`config.mk`:
```
export PLATFORM = sky130hd
export DESIGN_NAME = fpu_issue_seq
export DESIGN_NICKNAME = d
export VERILOG_FILES = /design/src/rtl/fpu_pkg.sv /design/src/rtl/fpu_lat_counter.sv /design/src/rtl/fpu_issue_seq.sv
export SDC_FILE = /design/constraint.sdc
export NUM_CORES = 1
export LEC_CHECK = 0
export BUFFER_PORTS_ARGS = -buffer_cell sky130_fd_sc_hd__buf_4
export CAP_MARGIN = 5
export CORE_MARGIN = 5
export CORE_UTILIZATION = 44
export DETAILED_ROUTE_END_ITERATION = 6
export HOLD_SLACK_MARGIN = 0.02
export PLACE_DENSITY = 0.7
export SYNTH_ARGS = -nofsm -noshare
export SYNTH_HDL_FRONTEND = slang
export SYNTH_SLANG_ARGS = --single-unit
```
`constraint.sdc`:
```
create_clock -name clk -period 1.6 [get_ports clk]
set_clock_uncertainty 0.1 [all_clocks]
set_input_delay 0.08 -clock clk [delete_from_list [all_inputs] [get_ports clk]]
set_output_delay 0.08 -clock clk [all_outputs]
set_load 0.02 [all_outputs]
```
`src/rtl/fpu_pkg.sv`:
```
// Shared FPU definitions: operation codes, issue-sequencer states and the
// fixed per-operation latency table used by the sequencer and the arithmetic units.
package fpu_pkg;

    typedef enum logic [3:0] {
        FADD   = 4'b1000,
        FSUB   = 4'b1001,
        FDIV   = 4'b1010,
        FSQRT  = 4'b1011,
        FCVTWS = 4'b1100,
        FCVTSW = 4'b1101,
        FMUL   = 4'b1110,
        FUNDEF = 4'b1111
    } fpu_op_t;

    typedef enum logic [1:0] {
        IDLE,
        BUSY,
        DONE
    } fpu_seq_state_t;

    localparam int LAT_ADDSUB_DEF = 3;
    localparam int LAT_MUL_DEF    = 2;
    localparam int LAT_DIV_DEF    = 8;
    localparam int LAT_SQRT_DEF   = 8;
    localparam int LAT_CVT_DEF    = 2;

    // Codes without a dedicated unit (including 1111) finish after one cycle.
    function automatic logic [5:0] fpu_latency(
        input fpu_op_t op,
        input int      lat_addsub = LAT_ADDSUB_DEF,
        input int      lat_mul    = LAT_MUL_DEF,
        input int      lat_div    = LAT_DIV_DEF,
        input int      lat_sqrt   = LAT_SQRT_DEF,
        input int      lat_cvt    = LAT_CVT_DEF
    );
        case (op)
            FADD, FSUB:     return 6'(lat_addsub);
            FMUL:           return 6'(lat_mul);
            FDIV:           return 6'(lat_div);
            FSQRT:          return 6'(lat_sqrt);
            FCVTWS, FCVTSW: return 6'(lat_cvt);
            default:        return 6'd1;
        endcase
    endfunction

endpackage

```
`src/rtl/fpu_lat_counter.sv`:
```
// 5-bit loadable down-counter used to time multi-cycle FPU operations.
// Load has priority over enable; the count holds at zero instead of wrapping.
module fpu_lat_counter (
    input  logic       clk,
    input  logic       rst,
    input  logic       load_i,
    input  logic       en_i,
    input  logic [4:0] load_val_i,
    output logic [4:0] count_o,
    output logic       zero_o
);

    logic [4:0] count_q;

    always_ff @(posedge clk or posedge rst) begin
        if (rst) begin
            count_q <= 5'd0;
        end else if (load_i) begin
            count_q <= load_val_i;
        end else if (en_i && (count_q != 5'd0)) begin
            count_q <= count_q - 5'd1;
        end
    end

    assign count_o = count_q;
    assign zero_o  = (count_q == 5'd0);

endmodule

```
`src/rtl/fpu_issue_seq.sv`:
```
// Multi-cycle FPU issue sequencer: starts the unit, stalls the pipeline for the
// op latency and emits one completion pulse. Optional FPU_PERF_CNT_EN adds perf counters.
module fpu_issue_seq
    import fpu_pkg::*;
#(
    parameter int LAT_ADDSUB = LAT_ADDSUB_DEF,
    parameter int LAT_MUL    = LAT_MUL_DEF,
    parameter int LAT_DIV    = LAT_DIV_DEF,
    parameter int LAT_SQRT   = LAT_SQRT_DEF,
    parameter int LAT_CVT    = LAT_CVT_DEF
) (
    input  logic        clk,
    input  logic        rst,
    input  logic        issue_valid,
    input  logic [3:0]  alu_control,
    input  logic        fpu_stall_op,
    input  logic        alu_reg_write,
    input  logic [4:0]  rd,
    input  logic        flush,
    output logic        stall,
    output logic        unit_start,
    output logic [3:0]  unit_op,
    output logic        done_valid,
    output logic [4:0]  done_rd,
    output logic        done_to_int
`ifdef FPU_PERF_CNT_EN
    ,
    output logic [31:0] perf_stall_cycles,
    output logic [31:0] perf_fpu_ops
`endif
);

    fpu_seq_state_t state_q;
    logic [3:0]     unit_op_q;
    logic [4:0]     done_rd_q;
    logic           done_to_int_q;

    logic [5:0] lat;
    logic [4:0] lat_load;
    logic       accept;
    logic       cnt_load;
    logic       cnt_en;
    logic [4:0] cnt_load_val;
    logic [4:0] cnt_value;
    logic       cnt_zero;

    always_comb begin
        lat      = fpu_latency(fpu_op_t'(alu_control), LAT_ADDSUB, LAT_MUL, LAT_DIV, LAT_SQRT, LAT_CVT);
        lat_load = (lat >= 6'd2) ? 5'(lat - 6'd2) : 5'd0;
    end

    assign accept       = (state_q == IDLE) && issue_valid && fpu_stall_op && !flush;
    assign cnt_load     = accept || flush;
    assign cnt_load_val = flush ? 5'd0 : lat_load;
    assign cnt_en       = (state_q == BUSY);

    fpu_lat_counter u_lat_counter (
        .clk        (clk),
        .rst        (rst),
        .load_i     (cnt_load),
        .en_i       (cnt_en),
        .load_val_i (cnt_load_val),
        .count_o    (cnt_value),
        .zero_o     (cnt_zero)
    );

    // A flush in any state abandons the op; the latched tag is left in place.
    always_ff @(posedge clk or posedge rst) begin
        if (rst) begin
            state_q       <= IDLE;
            unit_op_q     <= 4'd0;
            done_rd_q     <= 5'd0;
            done_to_int_q <= 1'b0;
        end else if (flush) begin
            state_q <= IDLE;
        end else begin
            case (state_q)
                IDLE: begin
                    if (accept) begin
                        unit_op_q     <= alu_control;
                        done_rd_q     <= rd;
                        done_to_int_q <= alu_reg_write;
                        state_q       <= (lat >= 6'd2) ? BUSY : DONE;
                    end
                end
                BUSY: begin
                    if (cnt_zero) begin
                        state_q <= DONE;
                    end
                end
                DONE:    state_q <= IDLE;
                default: state_q <= IDLE;
            endcase
        end
    end

    assign stall       = accept || (state_q == BUSY);
    assign unit_start  = accept;
    assign done_valid  = (state_q == DONE) && !flush;
    assign unit_op     = unit_op_q;
    assign done_rd     = done_rd_q;
    assign done_to_int = done_to_int_q;

`ifdef FPU_PERF_CNT_EN
    logic [31:0] perf_stall_q;
    logic [31:0] perf_ops_q;

    always_ff @(posedge clk or posedge rst) begin
        if (rst) begin
            perf_stall_q <= 32'd0;
            perf_ops_q   <= 32'd0;
        end else begin
            if (stall) begin
                perf_stall_q <= perf_stall_q + 32'd1;
            end
            if (done_valid) begin
                perf_ops_q <= perf_ops_q + 32'd1;
            end
        end
    end

    assign perf_stall_cycles = perf_stall_q;
    assign perf_fpu_ops      = perf_ops_q;
`endif

    logic unused_cnt;
    assign unused_cnt = ^cnt_value;

endmodule

```
# Word level (Yosys, flattened, before mapping)
# Cells that the tools add are included.
[totals]
reg_bits = 17
word_cells = 47
[classes]
add_sub_neg = 2
n_lt_le_gt_ge = 1
eq_ne = 11
n_mux = 10
bitwise = 1
n_reduce_logical = 17
[ops]
columns = ["op", "count"]
rows = [
  ["4-bit equality test, second input constant", 7],
  ["5-bit 2-to-1 mux", 4],
  ["4-bit one-hot mux with 3 select lines", 1],
  ["2-bit 2-to-1 mux", 4],
  ["6-bit by 2-bit greater-or-equal comparator with 1-bit output, second input constant", 1],
  ["3-bit != test, second input constant", 2],
  ["1-bit logical AND", 5],
  ["5-bit zero test", 1],
  ["5-bit nonzero test", 1],
  ["5-bit by 1-bit subtractor with 5-bit output, second input constant", 1],
  ["5-bit by 2-bit subtractor with 5-bit output, second input constant", 1],
  ["2-bit one-hot mux with 2 select lines", 1],
  ["2-bit OR reduction", 2],
  ["3-bit AND reduction", 1],
  ["3-bit OR reduction", 1],
  ["2-bit by 1-bit equality test with 1-bit output, second input constant", 1],
  ["2-bit equality test, second input constant", 1],
  ["2-bit zero test", 1],
  ["1-bit logical OR", 2],
  ["2-bit AND reduction", 1],
  ["2-bit nonzero test", 1],
  ["1-bit zero test", 1],
  ["1-bit NOT", 1],
]

# Longest topological paths before layout
# Gate-level depths: netlist of run 1.
[logic_depth]
ltp_word = 8
depth_mapped = 5
mapped_depth_nobuf = 5

# Hierarchy
# Synthesis of run 1 repeated with hierarchy kept, for this count alone.
[unflattened]
hier_cells = 73
area_unflattened_um2 = 870.8
[by_module_without_submodules]
columns = ["module", "instances", "cells_per_inst", "area_per_inst_um2", "seq_area_each_um2"]
rows = [
  ["fpu_issue_seq", 1, 40, 568.0, 300.3],
  ["fpu_lat_counter", 1, 33, 302.8, 125.1],
]

# Worst setup path after synthesis of run 1
# OpenSTA, ideal clock, no wires.
[synth_timing]
path_kind = "flip-flop to flip-flop"
start = "register state_q[1]"
end = "register done_rd_q[0], in the netlist done_rd[0]"
setup_time_ns = 0.125
arrival_ns = 1.413
required_time_ns = 1.375
path_slack_ns = -0.039
stages_incl_launch_ff = 4
period_less_slack_ns = 1.639
cell_sequence = "dfrtp_1 or4_4 buf_6 mux2_4"
[synth_between]
elab_chain_cells = 5
[synth_rtl]
columns = ["element", "line_no", "rtl"]
rows = [
  ["from (decl)", "fpu_issue_seq.sv:33", "fpu_seq_state_t state_q;"],
  ["from (signal assigned)", "fpu_issue_seq.sv:83", "state_q <= (lat >= 6'd2) ? BUSY : DONE;"],
  ["2-bit zero test (*)", "fpu_issue_seq.sv:52, fpu_issue_seq.sv:77", ""],
  ["1-bit logical AND (3 in series)", "fpu_issue_seq.sv:52", "assign accept = (state_q == IDLE) && issue_valid && fpu_stall_op && !flush;"],
  ["3-bit AND reduction (no line) (*)", "-", ""],
  ["to (signal assigned)", "fpu_issue_seq.sv:81", "done_rd_q <= rd;"],
  ["to (decl)", "fpu_issue_seq.sv:35", "logic [4:0] done_rd_q;"],
]
# Mark *: on every way between the ends. The rest lies on a longest branch, timed or not.
# A chain may end at the register's enable or synchronous reset.

# Worst setup path after layout of run 1
[layout_timing]
start = "register state_q[1]"
end = "register unit_op_q[2], in the netlist unit_op[2]"
[layout_between]
elab_chain_cells = 5
[layout_rtl]
columns = ["element", "line_no", "rtl"]
rows = [
  ["2-bit zero test (*)", "fpu_issue_seq.sv:52, fpu_issue_seq.sv:77", ""],
  ["1-bit logical AND (3 in series)", "fpu_issue_seq.sv:52", ""],
  ["3-bit AND reduction (no line) (*)", "-", ""],
  ["to (signal assigned)", "fpu_issue_seq.sv:80", "unit_op_q <= alu_control;"],
  ["to (decl)", "fpu_issue_seq.sv:34", "logic [3:0] unit_op_q;"],
]
# Marks and branches as above.

==> results.md, run 1 <==
- Final WS setup: -0.0359 ns
- Nets@finish: 145
- # port buffers: 27
- Root Buffer: clkbuf_4
- Crit-path max FO: 6
- Crit share post-route: 102%
- CORE AREA: 1960 µm²
- Synth Register Bits: 17
- CP required: 1.70 ns
- Worst r2r src: state_q[1]$_DFFE_PP0P_
- # H-tree levels: 1
- Post-CTS Hold Fix Bufs: 11
- Dpl cells: 137
- Max_cap viols: 0
- Starting density of the core: 46.4%
- Crit path launch type: register
- CTS sink cnt: 17
- Synthesis-to-layout area growth: 50.9%
- Ys flop type: dfrtp_1
- Setup Viol. Count Final: 10
- Arrival time at the worst endpoint: 1.74 ns
- Most common cell after layout, fill and taps aside: buf_4
- Clock Latency Late Sink: 0.30 ns
- Register Area: 425 µm²
- Most frequent cells in the layout: buf_4, dfrtp_1, dlygate4sd3_1
- Routed length per instance: 15.5 µm
- Via-per-instance ratio: 5.11
- CTS clk-pin slew, worst paths: 0.10 ns
- Min-delay src: flush
- FILL cells: 159
- Vias in the first global route: 805
- Layout Cells excl Fill: 154
- Vias: 787
- Die H: 55.5 µm
- Layout cell share with drive strength beyond 1: 48.0%
- P per Cell Area: 901 nW/µm²
- Sequential element share of the synthesized area: 46.8%
- Synth top area share: 46.8%
- Syn_area_per_cell: 11.5 µm²
- Total routed wirelength: 2.38 mm
- VDD IR max: 0.760 mV
- Hold endpoint: state_q[0]$_DFFE_PP0P_
- DR iter-0 viols: 25
- TNS Setup: -0.202 ns
- Mapped cell area: 910 µm²
- Area leader, netlist: dfrtp_1
- Largest net degree at the start of global routing: 18
- Flop2flop setup slack: -0.04 ns
- Remaining global-route overflow: 0
- CTS buffer count: 3
- Post-synthesis async set-or-reset flop share: 100%
- Worst Hold Class: in2reg
- Aggregate global-route resource usage: 17.0%
- Endpoint type of the worst setup path: register
- Total power draw: 0.00124 W
- Relative max-transition margin: 55.8%
- Placer Congestion: 0.835
- Drc violations: 0
- Kind of critical path: reg2reg
- First-pass GRT wire length: 4.02 mm
- RSZ-0062 raised after global routing: true
- Cell count after synthesis: 79
- Syn_nets: 96
- CTS tree: done
- Ant. Diodes: 0
- Worst R2R End: unit_op[2]$_DFFE_PP0P_
- Failing checks: negative hold slack, negative setup slack
- Synth top area cells: dfrtp_1, mux2_4, inv_1, ha_1, mux2_2
- YS warnings: 0
- P_leak: 0.674 nW
- Final ANT Viol Nets: 0
- Final Hold Fails: 2
- # rows: 16
- Slew @ Worst Pin: 0.663 ns
- Hpwl dp: 1.53 mm
- IO Count: 28
- Width of the die: 55.5 µm
- Die area: 3080 µm²
- Status: finished with violations
- TritonRoute pass-1 iters: 4
- Post-synth EDFFs: 0
- Hold slack: -0.142 ns
- Max Clk Rate: 611 MHz
- WHS Path Cells: 2
- Minimum clock period: 1.64 ns
- Initial antenna violation count: 0
- Dpl ws: 0.0100 ns
- Longest Clk Path Bufs: 2
- R2r worst-path depth: 3
- Slew Viols, Final: 0
- Footprint of the multi-input gates: 479 µm²
- Unique masters post-synth: 31
-- routing by layer --
layer / vias to the layer above / track usage, % / routed length [µm]
met5: - / 0 / 0
li1: 387 / - / -
met3: 4 / 6.06 / 128
met2: 21 / 27.2 / 1150
met4: 0 / 7.29 / 40
met1: 375 / 20.6 / 1060
-- how the worst max path moves through the flow --
stage	startpoint	slack, ns	end
2_1_floorplan	state_q[1]$_DFFE_PP0P_	-0.02	done_rd[0]$_DFFE_PP0P_
3_3_place_gp	state_q[0]$_DFFE_PP0P_	0.02	done_rd[4]$_DFFE_PP0P_
3_5_place_dp	state_q[0]$_DFFE_PP0P_	0.01	done_rd[0]$_DFFE_PP0P_
4_1_cts	state_q[1]$_DFFE_PP0P_	-0.06	stall
5_1_grt	state_q[1]$_DFFE_PP0P_	-0.09	stall
6_report	state_q[1]$_DFFE_PP0P_	-0.04	unit_op[2]$_DFFE_PP0P_
-- layout make-up --
class	instances	area share [%]
clock inverter	1	0.365
clock buffer	3	1.64
tap	27	2.46
inverter	7	1.91
sequential	17	31.0
timing repair buffer	46	27.7
multi-input combinational	53	34.9
-- sequential cells by signal (all words and copies together) (netlist names) --
name	flops
done_rd	5
unit_op	4
u_lat_counter.count_o	5
done_to_int	1
state_q	2
-- kinds of logic after synthesis --
group           Yosys count  share of synthesized area (%)
compound gates           14                           10.3
fa+ha+maj                 2                           2.75
buf+inv                   9                           4.54
flops                    17                           46.8
mux                      10                           15.7
simple gates             27                           19.9
-- repair_timing --
| item | 4_1_cts | 5_1_grt |
|---|---|---|
| setup endpoints to repair | 3 | 18 |
| hold endpoints to repair | 30 | 3 |
| setup buffers | 3 | 0 |
| pin swaps | 1 | 3 |
| resized for setup | 3 | 8 |
-- through the flow --
step | utilization (%) | cell area (µm²) | hold WS [ns]
3_3_place_gp | 59.9 | 1180 | 0.117
6_report | 70.0 | 1370 | -0.142
3_5_place_dp | 59.9 | 1180 | 0.125
5_1_grt | 70.0 | 1370 | -0.153
4_1_cts | 68.6 | 1350 | -0.149
2_1_floorplan | - | 913 | -0.0939
-- report_power, final --
group          internal, W  leakage [nW]  switching [W]
combinational     0.000247         0.442       0.000203
clock            0.0000935        0.0177       0.000150
sequential        0.000497         0.215      0.0000453
total             0.000837         0.674       0.000399
-- synthesized netlist by cell type, drive strengths merged (2+ instances only) --
cell / n
a21oi: 4
a311oi: 2
and3: 2
dfrtp: 17
ha: 2
inv: 7
mux2: 10
nand2: 4
nand2b: 2
nand3: 2
nand4bb: 2
nor2: 2
nor3b: 2
o21ai: 2
o31ai: 2
or2: 2
or3: 2
-- critical path, cell delays in order, from the launching register on --
cell and delay [ns]:
dfrtp_1 0.40, or4_4 0.54, buf_4 0.20, mux2_4 0.30
No activity file was read; power rests on OpenSTA's default activity.
==> run 2: changes to the inputs <==
--- a/config.mk
+++ b/config.mk
@@ -10,6 +10,5 @@
 export CORE_MARGIN = 5
-export CORE_UTILIZATION = 44
+export CORE_UTILIZATION = 53
 export DETAILED_ROUTE_END_ITERATION = 6
-export HOLD_SLACK_MARGIN = 0.02
-export PLACE_DENSITY = 0.7
+export PLACE_DENSITY = 0.79
 export SYNTH_ARGS = -nofsm -noshare
==> constraint.sdc (replaced) <==
create_clock -name clk -period 1.9 [get_ports clk]
set_clock_uncertainty 0.1 [all_clocks]
set_input_delay 0.095 -clock clk [delete_from_list [all_inputs] [get_ports clk]]
set_output_delay 0.095 -clock clk [all_outputs]
set_load 0.05 [all_outputs]
==> run 2 against run 1 <==
Net effect:
- the run now ends clean
- sequential share of layout area rose by 1.5 points
- sequential power down 15%
- clock-buffer cell count is 1 higher
- register-to-register slack gained 0.15 ns
- cell count decreased by 7.8%
- via count is 5.3% higher
- flip-flop and latch count unchanged
- hold slack better by 0.17 ns
- power is 6.8% lower
- global-route usage increased by 2.4 points
- die area decreased by 14%
- first-iteration DRC count decreased by 4.0%
- largest power group is now combinational cells
==> results.md, run 2 (same netlist as run 1, synthesis figures left out) <==
- Status: finished, final reports clean
- Synthesis-to-layout area growth: 43.9%
- Max_cap viols: 0 (unchanged)
- Drc violations: 0 (unchanged)
- Max Clk Rate: 537 MHz
- Setup Viol. Count Final: 0 (-10)
- Die area: 2640 µm² (-14%)
- CP required: 1.70 ns (about the same)
- CTS clk-pin slew, worst paths: 0.10 ns (about the same)
- Most frequent cells in the layout: buf_4, dfrtp_1, dlygate4sd3_1
- Initial antenna violation count: 0 (unchanged)
- Crit path launch type: register
- Minimum clock period: 1.86 ns
- CTS tree: done
- Footprint of the multi-input gates: 445 µm² (-7.0%)
- Starting density of the core: 54.5% (+8.1 points)
- Aggregate global-route resource usage: 19.4% (+2.4 points)
- Area after DPL: 1130 µm² (-4.3%)
- Final WS setup: 0.0389 ns (+0.0747 ns)
- Arrival time at the worst endpoint: 1.67 ns (-0.07 ns)
- FILL cells: 113 (-29%)
- CTS sink cnt: 17 (unchanged)
- Via-per-instance ratio: 5.84 (+14%)
- Slew Viols, Final: 0 (unchanged)
- Largest net degree at the start of global routing: 18 (unchanged)
- Clock Latency Late Sink: 0.29 ns (about the same)
- IO Count: 28 (unchanged)
- Hold slack: 0.0251 ns (+0.167 ns)
- Endpoint type of the worst setup path: output port
- Most common cell after layout, fill and taps aside: buf_4
- Routed length per instance: 17.3 µm (+12%)
- Nets@finish: 143 (-1.4%)
- Root Buffer: clkbuf_4
- Width of the die: 51.4 µm (-7.3%)
- Ant. Diodes: 0 (unchanged)
- Final Hold Fails: 0 (-2)
- # port buffers: 27 (unchanged)
- Total power draw: 0.00115 W (-6.8%)
- # rows: 15 (-1)
- Layout cell share with drive strength beyond 1: 40.8% (-7.2 points)
- First-pass GRT wire length: 3.75 mm (-6.7%)
- Crit share post-route: 98.0%
- P per Cell Area: 881 nW/µm² (-2.2%)
- Longest Clk Path Bufs: 2 (unchanged)
- VDD IR max: 0.671 mV (-12%)
- Dpl ws: 0.216 ns (+0.206 ns)
- Worst Hold Class: in2reg
- Total routed wirelength: 2.46 mm (+3.2%)
- Placer Congestion: 0.771 (-7.6%)
- # H-tree levels: 1 (unchanged)
- Slew @ Worst Pin: 0.664 ns (+0.00160 ns)
- Die H: 51.4 µm (-7.3%)
- Crit-path max FO: 10 (+4)
- Final ANT Viol Nets: 0 (unchanged)
- CTS buffer count: 3 (unchanged)
- Vias in the first global route: 802 (-0.37%)
- Design Area, Final: 1310 µm² (-4.6%)
- Kind of critical path: reg2out
- Relative max-transition margin: 55.7% (-0.11 points)
- DR iter-0 viols: 24 (-4.0%)
- Register Area: 425 µm² (unchanged)
- TritonRoute pass-1 iters: 5 (+1)
- Final Core Density: 78.4% (+8.4 points)
- Hpwl dp: 1.59 mm (+3.5%)
- P_leak: 0.645 nW (-4.3%)
- Vias: 829 (+5.3%)
- Remaining global-route overflow: 0 (unchanged)
- CORE AREA: 1670 µm² (-15%)
[run 2: power by group]
part / switching (W) / internal, W / total, W
sequential: 0.0000391 / 0.000418 / 0.000458
clock: 0.000116 / 0.0000817 / 0.000198
combinational: 0.000296 / 0.000201 / 0.000497
total: 0.000452 / 0.000701 / 0.00115
[run 2: cell type report]
cell class | count | share of cell area, %
Multi-Input combinational cell | 53 | 34.0
Sequential cell | 17 | 32.5
Timing Repair Buffer | 44 | 27.8
Clock buffer | 4 | 2.01
Inverter | 7 | 2.01
Tap cell | 17 | 1.63
[run 2: worst paths after layout]
kind	from	endpoint	slack, ns	depth (start not counted)
worst max register to register	state_q[0]$_DFFE_PP0P_	unit_op[2]$_DFFE_PP0P_	0.11	3
worst min register to register	unit_op[0]$_DFFE_PP0P_	unit_op[0]$_DFFE_PP0P_	0.42	1
worst min-delay path	flush	u_lat_counter.count_o[1]$_DFFE_PP0P_	0.03	4
max in group asynchronous	rst	unit_op[1]$_DFFE_PP0P_	0.91	3
worst max-delay path	state_q[0]$_DFFE_PP0P_	unit_start	0.04	3
min in group asynchronous	rst	done_to_int$_DFFE_PP0P_	0.37	3
[run 2: critical path, cell delays in order, from the launching register on]
cell     delay (ns)
dfrtp_1        0.45
or4_4          0.64
inv_1          0.09
buf_4          0.19
[run 2: stage by stage]
step                      cells  TNS [ns]
after floorplan              79         0
after global placement      122         0
after detailed placement    122         0
after CTS                   138         0
after global routing        142   -0.0226
final                       142         0
[run 2: timing repair]
action / CTS / global route
buffers inserted: 0 / 4
pin swaps: 1 / 1
endpoints found under the setup margin: 2 / 2
gates resized for setup: 0 / 2
hold buffers: 12 / 0
endpoints found under the hold margin: 29 / 0
[run 2: metal layers]
metal	routed length, µm	share of wire [%]	GRT usage (%)	vias to the layer above
met2	1270	52	35.2	35
li1	-	-	-	382
met1	957	39	21.7	400
met4	78	3.2	8.30	0
met3	149	6.1	4.08	12
met5	0	0	0	-
==> run 3: changes to the inputs <==
Settings changed: SETUP_SLACK_MARGIN set to 0.15.
==> run 3 against run 2 <==
Net effect:
- core utilization grew 0.075 points
- first-iteration DRC count grew 17%
- flip-flop and latch count is the same
- hold slack lost 0.012 ns
- clock-buffer cell count is the same
- power grew 0.45%
- register-to-register slack gained 0.10 ns
- global-route usage grew 1.2 points
- die area is the same
- highest routed layer unchanged
- cell count is the same
==> results.md, run 3 (same netlist as run 1, synthesis figures left out) <==
- Starting density of the core: 54.5% (unchanged)
- Clock Latency Late Sink: 0.30 ns (about the same)
- Relative max-transition margin: 55.3% (-0.40 points)
- Total routed wirelength: 2.50 mm (+1.8%)
- Hpwl dp: 1.59 mm (unchanged)
- Final Core Density: 78.4% (about the same)
- R2r worst-path depth: 3 (unchanged)
- Root Buffer: clkbuf_4
- Hold endpoint: u_lat_counter.count_o[1]$_DFFE_PP0P_
- Most common cell after layout, fill and taps aside: buf_4
- Max Clk Rate: 574 MHz (+6.9%)
- IO Count: 28 (unchanged)
- DR iter-0 viols: 28 (+17%)
- VDD IR max: 0.669 mV (-0.33%)
- # H-tree levels: 1 (unchanged)
- Vias in the first global route: 831 (+3.6%)
- Placer Congestion: 0.771 (unchanged)
- Worst r2r src: state_q[0]$_DFFE_PP0P_
- Ant. Diodes: 0 (unchanged)
- Worst Hold Class: in2reg
- Met2 routed WL: 1.28 mm (+0.55%)
- Initial antenna violation count: 0 (unchanged)
- CTS sink cnt: 17 (unchanged)
- CORE AREA: 1670 µm² (unchanged)
- DR WL met3: 140 µm (-6.0%)
- Via-per-instance ratio: 5.72 (-2.1%)
- Longest Clk Path Bufs: 2 (unchanged)
- Endpoint type of the worst setup path: output port
- WHS Path Cells: 4 (unchanged)
- Remaining global-route overflow: 0 (unchanged)
- P per Cell Area: 884 nW/µm² (+0.35%)
- Status: finished, final reports clean
- Final Hold Fails: 0 (unchanged)
- Max_cap viols: 0 (unchanged)
- Largest net degree at the start of global routing: 18 (unchanged)
- Setup Viol. Count Final: 0 (unchanged)
- Flop2flop setup slack: 0.21 ns (+0.10 ns)
- Final WS setup: 0.159 ns (+0.120 ns)
- Min-delay src: flush
- Aggregate global-route resource usage: 20.6% (+1.2 points)
- Max stage delay on crit path: 0.54 ns (-0.10 ns)
- TNS Setup: 0 ns (unchanged)
- Synthesis-to-layout area growth: 44.0% (about the same)
- Minimum clock period: 1.74 ns (-0.120 ns)
- Crit-path max FO: 6 (-4)
- P_leak: 0.647 nW (+0.35%)
- CTS clk-pin slew, worst paths: 0.11 ns (about the same)
- # port buffers: 27 (unchanged)
- Crit share post-route: 91.7% (-6.3 points)
- Layout cell share with drive strength beyond 1: 40.0% (-0.80 points)
- Most frequent cells in the layout: buf_4, dfrtp_1, dlygate4sd3_1
- Slew Viols, Final: 0 (unchanged)
- Vias: 812 (-2.1%)
- Highest Signal Layer: met4
- First-pass GRT wire length: 3.93 mm (+4.6%)
- Crit-path slowest cell: or4_4
- Routed length per instance: 17.6 µm (+1.8%)
- Die area: 2640 µm² (unchanged)
- Die H: 51.4 µm (unchanged)
- Drc violations: 0 (unchanged)
- Slew @ Worst Pin: 0.670 ns (+0.00595 ns)
- RSZ-0062 raised after global routing: true
- CTS buffer count: 3 (unchanged)
- Crit path launch type: register
- Width of the die: 51.4 µm (unchanged)
- Dpl ws: 0.216 ns (unchanged)
- Met1 wire length: 1.01 mm (+5.1%)
- CP Cell Sequence: or4_4 -> nand2_1 -> buf_6
- FILL cells: 110 (-2.7%)
- CP required: 1.70 ns (about the same)
- Final ANT Viol Nets: 0 (unchanged)
- Arrival time at the worst endpoint: 1.55 ns (-0.12 ns)
- TritonRoute pass-1 iters: 4 (-1)
- # rows: 15 (unchanged)
- Worst R2R End: unit_op[2]$_DFFE_PP0P_
- Kind of critical path: reg2out
- CTS tree: done
- Nets@finish: 143 (unchanged)
[run 3: changes by cell type in the layout (fill, tap and decap cells not counted)]
cell	change
nand2_1	+1
buf_6	+1
buf_4	-1
nand2_2	-1
[run 3: worst max path at each step]
stage	depth (start not counted)	startpoint	slack, ns	end
after floorplan	3	state_q[1]$_DFFE_PP0P_	0.23	stall
after global placement	2	state_q[1]$_DFFE_PP0P_	0.26	done_rd[2]$_DFFE_PP0P_
after detailed placement	2	state_q[1]$_DFFE_PP0P_	0.22	unit_op[2]$_DFFE_PP0P_
after CTS	3	state_q[0]$_DFFE_PP0P_	0.17	stall
after global routing	3	state_q[0]$_DFFE_PP0P_	0.12	stall
final	3	state_q[0]$_DFFE_PP0P_	0.16	stall
[run 3: final cells by class]
| cell class | instances | area (µm²) | share of cell area, % |
|---|---|---|---|
| well taps | 17 | 21.3 | 1.62 |
| repair buffers | 44 | 368 | 28.1 |
| inverters | 7 | 26.3 | 2.01 |
| multi-input cells | 53 | 443 | 33.8 |
| flip-flops and latches | 17 | 425 | 32.5 |
| clock buffers | 4 | 26.3 | 2.01 |
[run 3: per-layer routing]
| metal | up-vias | global-route usage, % |
|---|---|---|
| li1 | 380 | - |
| met1 | 393 | 22.4 |
| met2 | 29 | 37.9 |
| met3 | 10 | 4.66 |
| met4 | 0 | 8.30 |
| met5 | - | 0 |
[run 3: power breakdown]
part	total, W	leakage [nW]	internal, W	switching [W]
Clock	0.000204	0.0150	0.0000818	0.000122
Sequential	0.000457	0.215	0.000418	0.0000385
Combinational	0.000497	0.418	0.000201	0.000295
Total	0.00116	0.647	0.000702	0.000456
[run 3: critical path: cells and delay by family, from the launching register on]
| kind | cells | cell delay, ns |
|---|---|---|
| DFF | 1 | 0.44 |
| and+or+nand+nor | 2 | 0.65 |
| buffers and inverters | 1 | 0.16 |
[run 3: repair_timing]
item,4_1_cts,5_1_grt
endpoints found under the setup margin,2,2
hold endpoints to repair,29,0
buffers inserted,3,1
pin swaps,1,0
gates resized for setup,0,2
cloned,0,0
hold buffers,12,0
[run 3: metrics by stage]
stage	instances	total power, W	hold WS (ns)	cell area, µm²
finish	142	0.00116	0.0132	1310
global route	142	0.00121	0.0297	1310
CTS	141	0.00115	0.0298	1290
detailed placement	122	0.000929	0.133	1130
global placement	122	0.000916	0.106	1130
floorplan	79	0.000778	-0.0789	910
